--- src/rtl/imem_loader.sv ---
// UART (8N1) program loader: packs received bytes big-endian into 32-bit words,
// writes them to instruction memory and holds the CPU in reset until a HALT word lands.
module imem_loader #(
    parameter int CLKS_PER_BIT = 16,
    parameter int ADDR_WIDTH   = 10
) (
    input  logic                  clk,
    input  logic                  rst,
    input  logic                  rx,
    output logic                  imem_we,
    output logic [ADDR_WIDTH-1:0] imem_addr,
    output logic [31:0]           imem_wdata,
    output logic                  cpu_rst_n,
    output logic                  busy,
    output logic                  error,
    output logic [ADDR_WIDTH:0]   word_count
);
    localparam int CW = $clog2(CLKS_PER_BIT);
    localparam logic [CW-1:0] HALF_LAST = CW'(CLKS_PER_BIT / 2 - 1);
    localparam logic [CW-1:0] BIT_LAST  = CW'(CLKS_PER_BIT - 1);

    typedef enum logic [1:0] {IDLE, START, DATA, STOP} rx_state_t;
    typedef enum logic [1:0] {LOAD, DONE, ERROR} ld_state_t;

    logic                  r_rx_meta, r_rx_sync;
    rx_state_t             r_rx_state;
    logic [CW-1:0]         r_cnt;
    logic [2:0]            r_bit;
    logic [7:0]            r_shift;
    ld_state_t             r_ld_state;
    logic [1:0]            r_lane;
    logic [23:0]           r_word;
    logic                  r_we;
    logic [ADDR_WIDTH-1:0] r_addr;
    logic [31:0]           r_wdata;
    logic                  r_pend;
    logic                  r_cpu_rst_n;
    logic                  r_busy;
    logic                  r_error;
    logic [ADDR_WIDTH:0]   r_wcount;

    logic w_load, w_stop_hit, w_byte_ok, w_frame_err, w_start_ok;

    assign w_load      = (r_ld_state == LOAD);
    assign w_stop_hit  = (r_rx_state == STOP) && (r_cnt == BIT_LAST);
    assign w_byte_ok   = w_stop_hit && r_rx_sync;
    assign w_frame_err = w_stop_hit && !r_rx_sync;
    assign w_start_ok  = (r_rx_state == START) && (r_cnt == HALF_LAST) && !r_rx_sync;

    always_ff @(posedge clk or negedge rst) begin
        if (!rst) begin
            r_rx_meta <= 1'b1;
            r_rx_sync <= 1'b1;
        end else begin
            r_rx_meta <= rx;
            r_rx_sync <= r_rx_meta;
        end
    end

    // Receiver is parked in IDLE once the loader has finished, so rx is ignored.
    always_ff @(posedge clk or negedge rst) begin
        if (!rst) begin
            r_rx_state <= IDLE;
            r_cnt      <= '0;
            r_bit      <= '0;
            r_shift    <= '0;
        end else if (!w_load) begin
            r_rx_state <= IDLE;
            r_cnt      <= '0;
        end else begin
            case (r_rx_state)
                IDLE: begin
                    r_cnt <= '0;
                    if (!r_rx_sync) r_rx_state <= START;
                end
                START: begin
                    if (r_cnt == HALF_LAST) begin
                        r_cnt      <= '0;
                        r_bit      <= '0;
                        r_rx_state <= r_rx_sync ? IDLE : DATA;
                    end else begin
                        r_cnt <= r_cnt + 1'b1;
                    end
                end
                DATA: begin
                    if (r_cnt == BIT_LAST) begin
                        r_cnt   <= '0;
                        r_shift <= {r_rx_sync, r_shift[7:1]};
                        if (r_bit == 3'd7) r_rx_state <= STOP;
                        else               r_bit      <= r_bit + 1'b1;
                    end else begin
                        r_cnt <= r_cnt + 1'b1;
                    end
                end
                STOP: begin
                    if (r_cnt == BIT_LAST) begin
                        r_cnt      <= '0;
                        r_rx_state <= IDLE;
                    end else begin
                        r_cnt <= r_cnt + 1'b1;
                    end
                end
                default: r_rx_state <= IDLE;
            endcase
        end
    end

    // r_pend marks the cycle after a write: count, HALT and overflow are resolved there.
    always_ff @(posedge clk or negedge rst) begin
        if (!rst) begin
            r_ld_state  <= LOAD;
            r_lane      <= '0;
            r_word      <= '0;
            r_we        <= 1'b0;
            r_addr      <= '0;
            r_wdata     <= '0;
            r_pend      <= 1'b0;
            r_cpu_rst_n <= 1'b0;
            r_busy      <= 1'b0;
            r_error     <= 1'b0;
            r_wcount    <= '0;
        end else begin
            r_we <= 1'b0;
            case (r_ld_state)
                LOAD: begin
                    if (w_start_ok) r_busy <= 1'b1;
                    if (r_pend) begin
                        r_pend   <= 1'b0;
                        r_wcount <= r_wcount + 1'b1;
                        if (r_wdata[31:26] == 6'd63) begin
                            r_ld_state  <= DONE;
                            r_cpu_rst_n <= 1'b1;
                            r_busy      <= 1'b0;
                        end else if (&r_addr) begin
                            r_ld_state <= ERROR;
                            r_error    <= 1'b1;
                            r_busy     <= 1'b0;
                        end
                    end else if (w_frame_err) begin
                        r_ld_state <= ERROR;
                        r_error    <= 1'b1;
                        r_busy     <= 1'b0;
                    end else if (w_byte_ok) begin
                        r_lane <= r_lane + 2'd1;
                        case (r_lane)
                            2'd0: r_word[23:16] <= r_shift;
                            2'd1: r_word[15:8]  <= r_shift;
                            2'd2: r_word[7:0]   <= r_shift;
                            default: begin
                                r_we    <= 1'b1;
                                r_addr  <= r_wcount[ADDR_WIDTH-1:0];
                                r_wdata <= {r_word, r_shift};
                                r_pend  <= 1'b1;
                            end
                        endcase
                    end
                end
                DONE:    r_ld_state <= DONE;
                ERROR:   r_ld_state <= ERROR;
                default: r_ld_state <= ERROR;
            endcase
        end
    end

    assign imem_we    = r_we;
    assign imem_addr  = r_addr;
    assign imem_wdata = r_wdata;
    assign cpu_rst_n  = r_cpu_rst_n;
    assign busy       = r_busy;
    assign error      = r_error;
    assign word_count = r_wcount;
endmodule

--- config.mk ---
export PLATFORM = sky130hd
export DESIGN_NAME = imem_loader
export DESIGN_NICKNAME = d
export VERILOG_FILES = /design/src/rtl/imem_loader.sv
export SDC_FILE = /design/constraint.sdc
export NUM_CORES = 1
export LEC_CHECK = 0
export BUFFER_PORTS_ARGS = -buffer_cell sky130_fd_sc_hd__clkbuf_2
export CAP_MARGIN = 20
export CELL_PAD_IN_SITES_DETAIL_PLACEMENT = 1
export CELL_PAD_IN_SITES_GLOBAL_PLACEMENT = 1
export CORE_MARGIN = 2
export CORE_UTILIZATION = 47
export DETAILED_ROUTE_END_ITERATION = 10
export PLACE_DENSITY = 0.89
export SYNTH_ARGS = -nofsm -noshare
export SYNTH_HDL_FRONTEND = slang
export SYNTH_SLANG_ARGS = --single-unit
--- constraint.sdc ---
create_clock -name clk -period 2.3 [get_ports clk]
set_input_delay 0 -clock clk [delete_from_list [all_inputs] [get_ports clk]]
set_output_delay 0 -clock clk [all_outputs]
set_load 0.05 [all_outputs]
==> results of run 1 <==
==> layout make-up <==
class	instances	area, µm²
fillers	937	4110
flip-flops and latches	105	2630
multi-input cells	179	1697
repair buffers	68	407.9
clock buffers	12	145.1
well taps	111	138.9
clock inverters	4	33.78
inverters	9	33.78
==> cell usage in the layout (no fill, tap or decap), drive strengths merged <==
cell | synthesis | final
a21oi | 5 | 5
a41oi | 1 | 1
a222oi | 1 | 1
o31a | 1 | 1
dfrtp | 103 | 103
nand2b | 2 | 2
dlygate4sd3 | 0 | 2
o32ai | 1 | 1
a31oi | 1 | 1
and3 | 2 | 2
xnor2 | 8 | 8
mux2 | 76 | 76
o21bai | 3 | 3
buf | 6 | 8
ha | 8 | 8
nor4 | 3 | 3
nor2b | 3 | 3
nand3 | 7 | 7
a31o | 2 | 2
nor4bb | 1 | 1
o21ai | 5 | 5
xor2 | 3 | 3
mux2i | 2 | 2
clkinv | 0 | 1
nand4 | 5 | 5
or2 | 1 | 1
a311oi | 1 | 1
nor3 | 4 | 4
and2 | 2 | 2
nor2 | 11 | 11
dfstp | 2 | 2
inv | 9 | 12
clkbuf | 3 | 70
and4 | 1 | 1
or3 | 2 | 2
nand2 | 17 | 17
==> state kept, by name, summed over array words and instances, names as in the netlist <==
name,count
imem_we,1
r_rx_sync,1
r_pend,1
imem_addr,10
imem_wdata,32
r_rx_state,2
r_shift,8
r_cnt,4
r_rx_meta,1
r_ld_state,2
r_word,24
cpu_rst_n,1
r_bit,3
busy,1
error,1
word_count,11
r_lane,2
==> worst max-delay path by stage <==
| stage | start | slack (ns) | endpoint |
|---|---|---|---|
| after CTS | r_cnt[1]$_DFF_PN0_ | 0.21 | imem_wdata[13]$_DFFE_PN0P_ |
| final | r_cnt[0]$_DFF_PN0_ | 0.22 | imem_wdata[13]$_DFFE_PN0P_ |
| after detailed placement | r_cnt[1]$_DFF_PN0_ | 0.25 | imem_wdata[13]$_DFFE_PN0P_ |
| after floorplan | r_ld_state[0]$_DFFE_PN0P_ | 0.30 | imem_addr[0]$_DFFE_PN0P_ |
| after global routing | r_cnt[3]$_DFF_PN0_ | 0.12 | imem_wdata[31]$_DFFE_PN0P_ |
| after global placement | r_cnt[0]$_DFF_PN0_ | 0.37 | imem_wdata[13]$_DFFE_PN0P_ |
==> routing by layer <==
metal	wire, µm	part of all wire	up-vias
li1	-	-	1202
met1	4152	0.44	1374
met2	4892	0.52	51
met3	283	0.030	11
met4	119	0.013	0
met5	0	0	-
==> worst reg2reg max path: stages, from the launching register on <==
cell	delay [ns]
dfrtp_1	0.38
ha_1	0.22
nand4_1	0.20
nor4_4	0.37
nand2_4	0.24
buf_12	0.25
mux2_4	0.31
==> cell families (layout without fill, tap and decap cells) <==
kind of cell / Yosys count / count (layout) / synth area share
flops: 105 / 105 / 0.5933
simple gates: 61 / 61 / 0.07677
mux: 78 / 78 / 0.2297
xor+xnor: 11 / 11 / 0.02173
fa+ha+maj: 8 / 8 / 0.02258
compound gates: 21 / 21 / 0.03189
buf+inv: 18 / 93 / 0.02399
==> per-stage QoR <==
stage / hold slack [ns] / area (µm²) / power [mW]
4_1_cts: 0.1054 / 5086 / 3.763
5_1_grt: 0.1395 / 5086 / 3.918
2_1_floorplan: -0.2956 / 4433 / 2.491
3_3_place_gp: -0.03417 / 4887 / 2.615
3_5_place_dp: -0.02807 / 4887 / 2.680
6_report: 0.1032 / 5086 / 3.718
==> where the power goes <==
part | total (mW) | switching (mW) | internal (mW)
Sequential | 2.08 | 0.128 | 1.95
Combinational | 0.571 | 0.361 | 0.210
Clock | 1.07 | 0.631 | 0.439
==> results.tsv, run 1 <==
stage	metric	value	unit
sta	period_minus_slack	2.080	ns
floorplanning	die_area	0.01023	mm²
min_path	min_path_type	input port to async pin	
cells_and_area	layout-drive-gt1-share	0.4403	
worst_setup_path	critPathTopFamily	simple AND/OR/NAND/NOR gates	
cells_and_area	diodes	0	
logic_synthesis	synth_cell_types	40	
logic_synthesis	synth-seq-cells	105	
sta	setup_tns	0	ns
worst_setup_path	timing.critical_path.buf_inv	1	
cts	numCtsBuffers	9	
worst_setup_path	cp-start-kind	register	
sta	worst_slew_pin_slew	0.4666	ns
worst_setup_path	cp-end-kind	register	
detailed_routing	antenna_left	0	
sta	max_freq	480.8	MHz
cts	h-tree-depth	3	
global_routing	gr-usage-met3	0.04022	
logic_synthesis	yosysMostFrequentCell	dfrtp_1	
global_routing	antenna_found_initial	0	
worst_setup_path	worstReg2RegEnd	imem_wdata[13]$_DFFE_PN0P_	
detailed_routing	viasPerCell	5.406	
pwr	power_leakage	2.744	nW
cells_and_area	syn_to_final_growth	14.73	%
global_routing	grt_first_pass_wirelength	15710	µm
worst_setup_path	rrSetupSlack	0.22	ns
logic_synthesis	ys_async_sr_fraction	1.000	
detailed_routing	wl	9448	µm
global_routing	grt_max_degree	74	
worst_setup_path	crit_chain	ha_1, nand4_1, nor4_4, nand2_4, buf_12, mux2_4	
worst_setup_path	cp.depth	6	
cts	postCtsSetupBuffers	0	
worst_setup_path	crit_slowest_cell	dfrtp_1	
worst_setup_path	r2r-start	r_cnt[0]$_DFF_PN0_	
cts	cts_root_buffer	clkbuf_8	
logic_synthesis	ys_warn_count	0	
pwr	ir_drop	459.3	µV
sta	fin_ws	0.2203	ns
cts	clkTransAtPathRegs	0.10	ns
detailed_routing	dr_total_vias	2638	
global_routing	top_usage_layer	met2	
status	outcome	completed	
logic_synthesis	yosysSeqAreaShare	0.5933	
logic_synthesis	synth_nets	313	
place	placedCellCount	470	
cells_and_area	stdcell_count	488	
floorplanning	ios	60	
logic_synthesis	synthCells	302	
worst_setup_path	required	2.56	ns
detailed_routing	dr.first_iter.drc_count	68	
logic_synthesis	synth_edf_count	0	
cts	clkLatencyLatePin	0.37	ns
sta	clock_skew	0.01040	ns
logic_synthesis	synth_commonest_cells	dfrtp_1 (103), mux2_2 (38), mux2_4 (38), nand2_1 (13), nor2_1 (11)	
worst_setup_path	arrival	2.34	ns
logic_synthesis	ys_top_cells_by_area	dfrtp_1 (58%), mux2_4 (13%), mux2_2 (9.7%)	
cells_and_area	final_core_util	0.5531	
cts	post_cts_resized	0	
logic_synthesis	yosys.area.top_type_share	0.5814	
cts	cts_sinks	105	
cts	tritoncts	yes	
floorplanning	start_util	0.4820	
place	dp_hpwl	6596	µm
sta	rsz0062_at_grt	no	
floorplanning	die_h	101.1	µm
sta	final_max_slew_viol_count	0	
floorplanning	rows	35	
sta	relSlewSlack	0.6847	
worst_setup_path	r2r_cells	6	
worst_setup_path	path_class	register to register	
worst_setup_path	critPathMaxFanout	19	
detailed_routing	routedWlPerCell	19.36	µm
cells_and_area	nets	383	
global_routing	grt_overflow	0	
place	routabilityCongestion	0.7979	
logic_synthesis	yosysTopAreaCell	dfrtp_1	
pwr	powerDensity	731.0	mW/mm²
logic_synthesis	synth_area	0.004433	mm²
floorplanning	dieWidth	101.1	µm
floorplanning	core_area	0.009196	mm²
place	port_buffers	59	
sta	setup_violations	0	
place	place_ws	0.2456	ns
sta	finalCritPeriodShare	0.9042	
global_routing	met2_usage	0.3561	
logic_synthesis	postSynthAreaPerCell	14.68	µm²
logic_synthesis	synth-main-ff-cell	dfrtp_1	
sta	final-hold-violation-count	0	
worst_setup_path	crit_path_max_incr_delay	0.38	ns
global_routing	grt_pass1_vias	2955	
cts	ctsHoldBuffers	2	
global_routing	grtUsageTotal	0.2012	
cts	clockBufferDepth	2	
detailed_routing	drc_errors	0	
flow_run	cap_violations	0	
global_routing	use_met1	0.2503	
detailed_routing	drt_first_pass_iters	4	
(Power assumes the default switching activity.)
==> inputs of run 2 (changes only) <==
Settings changed: PLACE_DENSITY 0.89 to not set, PLACE_DENSITY_LB_ADDON set to 0.1.
==> run 2 against run 1 <==
Effect of this change:
- critical path depth is 1 lower
- via count decreased by 1.5%
- sequential share of layout area down 0.23 points
- largest power group unchanged
- utilization is 0.24 points higher
- cell area rose by 0.44%
- wire length fell by 7.7%
- first-iteration DRC count is 16% lower
- power up 2.3%
- global-route usage is 1.6 points lower
==> results.tsv, run 2 (synthesis gave the netlist of run 1 again) <==
stage	metric	value	unit
global_routing	met2_usage	0.2995	
sta	worst_slew_pin_slew	0.6341	ns
floorplanning	dieWidth	101.1	µm
pwr	powerDensity	744.8	mW/mm²
cells_and_area	nets	383	
global_routing	grt_overflow	0	
detailed_routing	antenna_left	0	
floorplanning	core_area	0.009196	mm²
sta	setup_tns	0	ns
floorplanning	start_util	0.4820	
detailed_routing	drc_errors	0	
cts	clkTransAtPathRegs	0.11	ns
cts	cts_sinks	105	
cells_and_area	diodes	0	
cells_and_area	syn_to_final_growth	15.24	%
sta	final_max_slew_viol_count	0	
global_routing	grt_pass1_vias	2740	
sta	clock_skew	0.01133	ns
global_routing	grtUsageTotal	0.1852	
floorplanning	rows	35	
global_routing	top_usage_layer	met2	
sta	finalCritPeriodShare	0.8543	
worst_setup_path	cp-end-kind	register	
sta	period_minus_slack	1.965	ns
cells_and_area	largest_reg_flops	32	
cts	tritoncts	yes	
detailed_routing	viasPerCell	5.324	
pwr	power_leakage	2.745	nW
worst_setup_path	required	2.56	ns
floorplanning	die_h	101.1	µm
sta	max_freq	509.0	MHz
global_routing	gr-usage-met3	0.04369	
worst_setup_path	cp-start-kind	register	
floorplanning	ios	60	
cells_and_area	mostFrequentLayoutCell	dfrtp_1	
cts	post_cts_resized	0	
cts	numCtsBuffers	9	
floorplanning	die_area	0.01023	mm²
cts	cts_root_buffer	clkbuf_8	
cts	clkLatencyLatePin	0.37	ns
global_routing	grt_max_degree	47	
global_routing	use_met1	0.2527	
global_routing	antenna_found_initial	0	
cells_and_area	final_cell_area	0.005109	mm²
cts	postCtsSetupBuffers	0	
worst_setup_path	arrival	2.22	ns
detailed_routing	wl	8719	µm
detailed_routing	routedWlPerCell	17.87	µm
detailed_routing	drt_first_pass_iters	4	
cells_and_area	final_cell_mix	dfrtp_1 (103), clkbuf_2 (58), mux2_2 (38), mux2_4 (38), nand2_1 (13)	
worst_setup_path	path_class	register to register	
sta	setup_violations	0	
global_routing	grt_first_pass_wirelength	14460	µm
place	dp_hpwl	6045	µm
flow_run	cap_violations	0	
worst_setup_path	critPathMaxFanout	8	
cts	ctsHoldBuffers	2	
cells_and_area	layout-drive-gt1-share	0.4456	
place	routabilityCongestion	0.7478	
place	port_buffers	59	
sta	relSlewSlack	0.5715	
min_path	min_path_type	input port to async pin	
detailed_routing	dr_total_vias	2598	
sta	final-hold-violation-count	0	
pwr	total_power	3.805	mW
cts	h-tree-depth	3	
pwr	ir_drop	346.3	µV
detailed_routing	dr.first_iter.drc_count	57	
cts	clockBufferDepth	2	
status	outcome	completed	
place	placed_cell_area	0.004875	mm²
sta	rsz0062_at_grt	no	
## run 2: per-stage QoR
stage               cells    util  hold slack, ns  setup WS (ns)
finish                488  0.5555          0.1734         0.3352
global route          488  0.5555          0.2326         0.2119
CTS                   488  0.5555          0.1901         0.3054
detailed placement    470  0.5301         0.05730         0.3228
global placement      470  0.5301         0.04939         0.3796
floorplan             302       -         -0.2956         0.3008
## run 2: final timing paths
check                                                from                      to  slack, ns  cells after the start
worst max-delay path            r_ld_state[0]$_DFFE_PN0P_  r_word[16]$_DFFE_PN0P_       0.34                      5
worst min-delay path                                  rst    r_bit[1]$_DFFE_PN0P_       0.17                      2
worst max register to register  r_ld_state[0]$_DFFE_PN0P_  r_word[16]$_DFFE_PN0P_       0.34                      5
worst min register to register        r_rx_meta$_DFF_PN1_     r_rx_sync$_DFF_PN1_       0.36                      0
max in group asynchronous                             rst   cpu_rst_n$_DFFE_PN0P_       1.40                      3
min in group clk                                       rx     r_rx_meta$_DFF_PN1_       0.27                      2
## run 2: worst max-delay path: stages, from the launching register on
cell	delay, ns
dfrtp_1	0.43
or2_1	0.37
nor4_4	0.38
buf_4	0.22
nand2_2	0.15
mux2_2	0.32
## run 2: cell type report
class | instances | area, µm²
Inverter | 9 | 33.78
Fill cell | 934 | 4088
Timing Repair Buffer | 68 | 395.4
Multi-Input combinational cell | 179 | 1697
Tap cell | 111 | 138.9
Sequential cell | 105 | 2630
Clock buffer | 9 | 123.9
Clock inverter | 7 | 90.09
## run 2: routing by layer
| metal | vias up | routed length [µm] |
|---|---|---|
| li1 | 1203 | - |
| met1 | 1349 | 3991 |
| met2 | 39 | 4320 |
| met3 | 7 | 309 |
| met4 | 0 | 98 |
| met5 | - | 0 |
## run 2: report_power, final
group          total [mW]  leakage, nW  switching, mW  internal, mW
Clock                1.20        0.101          0.675         0.526
Combinational       0.537         1.20          0.336         0.201
Sequential           2.07         1.45          0.118          1.95
Total                3.80         2.74           1.13          2.68
==> inputs of run 3 (changes only) <==
Settings changed: ABC_AREA set to 1, CORE_UTILIZATION 47 to 43, PLACE_DENSITY set to 0.76, PLACE_DENSITY_LB_ADDON 0.1 to not set.
==> run 3 against run 2 <==
Effect of this change:
- clock skew is 0.0043 ns lower
- fmax grew 6.9%
- worst hold slack improved by 0.036 ns
- sequential power shrank 7%
- sequential share of layout area is 1.6 points higher
- clock power fell by 12%
- register-to-register slack improved by 0.13 ns
- synthesized cell count grew 59%
- critical path type unchanged
- largest power group unchanged
==> results.tsv, run 3 <==
stage	metric	value	unit
place	routabilityCongestion	0.7663	
logic_synthesis	synthMuxAreaShare	0	
worst_setup_path	critPathMaxFanout	7	
cells_and_area	layout-drive-gt1-share	0.1624	
cells_and_area	final_core_util	0.5072	
place	placed_cell_area	0.004766	mm²
sta	setup_violations	0	
logic_synthesis	synth-seq-cells	105	
worst_setup_path	path_common_cell	nand2_1	
global_routing	grt_first_pass_wirelength	17140	µm
worst_setup_path	crit_path_max_incr_delay	0.42	ns
detailed_routing	viasPerCell	4.883	
global_routing	grt_max_degree	57	
floorplanning	start_util	0.4439	
logic_synthesis	yosysTopAreaCell	dfrtp_1	
worst_setup_path	timing.critical_path.buf_inv	1	
detailed_routing	antenna_left	0	
logic_synthesis	synth_simple_gate_area_frac	0.2315	
worst_setup_path	cp-start-kind	register	
worst_setup_path	worstReg2RegEnd	word_count[5]$_DFFE_PN0N_	
logic_synthesis	synth_commonest_cells	nand2_1 (191), dfrtp_1 (103), o21ai_0 (46), inv_1 (40), nor2_1 (26)	
global_routing	use_met1	0.2727	
logic_synthesis	postSynthAreaPerCell	9.021	µm²
floorplanning	die_h	104.5	µm
floorplanning	dieWidth	104.5	µm
cts	post_cts_resized	0	
place	dp_hpwl	7073	µm
logic_synthesis	synth_area	0.004339	mm²
detailed_routing	drc_errors	0	
logic_synthesis	synth-main-ff-cell	dfrtp_1	
cells_and_area	final_cell_area	0.004957	mm²
cts	tritoncts	yes	
cts	postCtsSetupBuffers	0	
cells_and_area	mostFrequentLayoutCell	nand2_1	
pwr	ir_drop	250.8	µV
worst_setup_path	critPathTopFamily	simple AND/OR/NAND/NOR gates	
cts	cts_sinks	105	
floorplanning	ios	60	
logic_synthesis	ys_async_sr_fraction	1.000	
detailed_routing	dr.first_iter.drc_count	93	
logic_synthesis	synth_fa_ha_area_frac	0.02307	
cts	h-tree-depth	3	
sta	rsz0062_at_grt	no	
cts	ctsHoldBuffers	2	
cts	clkLatencyLatePin	0.37	ns
min_path	min_path_type	input port to async pin	
worst_setup_path	arrival	2.11	ns
detailed_routing	routedWlPerCell	14.83	µm
logic_synthesis	synth_edf_count	0	
cells_and_area	syn_to_final_growth	14.24	%
sta	relSlewSlack	0.5642	
pwr	powerDensity	655.8	mW/mm²
sta	clock_skew	0.007075	ns
sta	max_freq	544.1	MHz
status	outcome	completed	
flow_run	cap_violations	0	
worst_setup_path	path_class	register to register	
cells_and_area	stdcell_count	681	
cts	clockBufferDepth	2	
worst_setup_path	crit_chain	nor2_2, nand2_1, nor3_1, nand3_1, nand2_1, inv_1	
global_routing	gr-usage-met3	0.02506	
cts	clkTransAtPathRegs	0.10	ns
logic_synthesis	ys_top_cells_by_area	dfrtp_1 (59%), nand2_1 (17%), o21ai_0 (5.3%)	
place	placedCellCount	664	
global_routing	top_usage_layer	met2	
detailed_routing	wl	10100	µm
floorplanning	die_area	0.01091	mm²
logic_synthesis	synth_compound_area_frac	0.07007	
detailed_routing	drt_first_pass_iters	4	
logic_synthesis	synth_xor_area_frac	0.01615	
global_routing	grt_overflow	0	
logic_synthesis	synth_cell_types	27	
worst_setup_path	required	2.57	ns
global_routing	antenna_found_initial	0	
cells_and_area	nets	555	
worst_setup_path	rrSetupSlack	0.46	ns
logic_synthesis	yosysMostFrequentCell	nand2_1	
sta	worst_slew_pin_slew	0.6538	ns
detailed_routing	dr_total_vias	3325	
logic_synthesis	ys_warn_count	0	
cts	cts_root_buffer	clkbuf_8	
pwr	power_leakage	2.616	nW
cells_and_area	fillers	1185	
global_routing	met2_usage	0.3161	
floorplanning	core_area	0.009774	mm²
global_routing	grt_pass1_vias	3442	
logic_synthesis	yosys.area.top_type_share	0.5940	
worst_setup_path	cp-end-kind	register	
logic_synthesis	yosysSeqAreaShare	0.6061	
cts	numCtsBuffers	9	
global_routing	grtUsageTotal	0.1976	
sta	finalCritPeriodShare	0.7991	
sta	final-hold-violation-count	0	
cells_and_area	final_cell_mix	nand2_1 (191), dfrtp_1 (103), clkbuf_2 (58), o21ai_0 (46), inv_1 (40)	
worst_setup_path	r2r-start	r_ld_state[0]$_DFFE_PN0P_	
worst_setup_path	crit_slowest_cell	nor3_1	
floorplanning	rows	36	
sta	setup_tns	0	ns
logic_synthesis	synth_nets	492	
worst_setup_path	r2r_cells	6	
cells_and_area	largest_reg_flops	32	
logic_synthesis	synthCells	481	
place	port_buffers	59	
cells_and_area	diodes	0	
sta	final_max_slew_viol_count	0	
logic_synthesis	synth_top_family_by_area	simple AND/OR/NAND/NOR gates	
sta	period_minus_slack	1.838	ns
## run 3: cell types whose count changed after synthesis, moves of 4 or more
cell / before / now
nand2_1: 13 / 191
o21ai_0: 5 / 46
mux2_2: 38 / 0
mux2_4: 38 / 0
inv_1: 9 / 40
nor2_1: 11 / 26
nand3_1: 7 / 16
o21ai_1: 0 / 8
xnor2_1: 8 / 1
nand3_2: 0 / 4
xor2_1: 3 / 7
## run 3: through the flow
step | setup slack, ns | hold WS, ns | power [mW]
after CTS | 0.4532 | 0.2289 | 3.291
after detailed placement | 0.4692 | 0.08486 | 2.242
after global placement | 0.5761 | 0.07425 | 2.220
after floorplan | 0.7040 | -0.2956 | 2.133
after global routing | 0.2940 | 0.2512 | 3.405
final | 0.4620 | 0.2095 | 3.251
## run 3: worst max-delay path by stage
stage | start | endpoint | slack, ns | cells after the start
after floorplan | word_count[0]$_DFFE_PN0N_ | word_count[6]$_DFFE_PN0N_ | 0.70 | 6
after global placement | r_cnt[0]$_DFF_PN0_ | imem_addr[3]$_DFFE_PN0P_ | 0.58 | 7
after detailed placement | r_cnt[0]$_DFF_PN0_ | imem_addr[3]$_DFFE_PN0P_ | 0.47 | 7
after CTS | r_cnt[0]$_DFF_PN0_ | imem_addr[3]$_DFFE_PN0P_ | 0.45 | 7
after global routing | r_cnt[0]$_DFF_PN0_ | imem_wdata[25]$_DFFE_PN0P_ | 0.29 | 7
final | r_ld_state[0]$_DFFE_PN0P_ | word_count[5]$_DFFE_PN0N_ | 0.46 | 6
## run 3: cell families (layout without fill, tap and decap cells)
| kind of cell | Yosys count | count (layout) |
|---|---|---|
| compound gates | 60 | 60 |
| xor+xnor | 8 | 8 |
| fa+ha+maj | 8 | 8 |
| buf+inv | 54 | 121 |
| flops | 105 | 105 |
| simple gates | 246 | 246 |
## run 3: final cells by class
| class | count | area (µm²) | share of cell area |
|---|---|---|---|
| clock buffers | 11 | 141.4 | 0.02852 |
| inverters | 42 | 157.7 | 0.03180 |
| flip-flops and latches | 105 | 2630 | 0.5305 |
| clock inverters | 4 | 30.03 | 0.006058 |
| repair buffers | 64 | 352.8 | 0.07118 |
| multi-input cells | 322 | 1479 | 0.2983 |
| well taps | 133 | 166.4 | 0.03357 |
## run 3: where the power goes
part | internal [mW] | switching, mW | leakage [nW]
registers | 1.89 | 0.0439 | 1.45
logic | 0.0800 | 0.192 | 1.08
clock network | 0.420 | 0.625 | 0.0854
## run 3: layer usage
| layer | part of all wire | vias to the layer above |
|---|---|---|
| li1 | - | 1625 |
| met1 | 0.49 | 1635 |
| met2 | 0.47 | 51 |
| met3 | 0.024 | 14 |
| met4 | 0.018 | 0 |
| met5 | 0 | - |
## run 3: worst reg2reg max path, cell delays in order, from the launching register on
cell and delay (ns):
dfrtp_1 0.41, nor2_2 0.29, nand2_1 0.33, nor3_1 0.43
nand3_1 0.15, nand2_1 0.10, inv_1 0.04
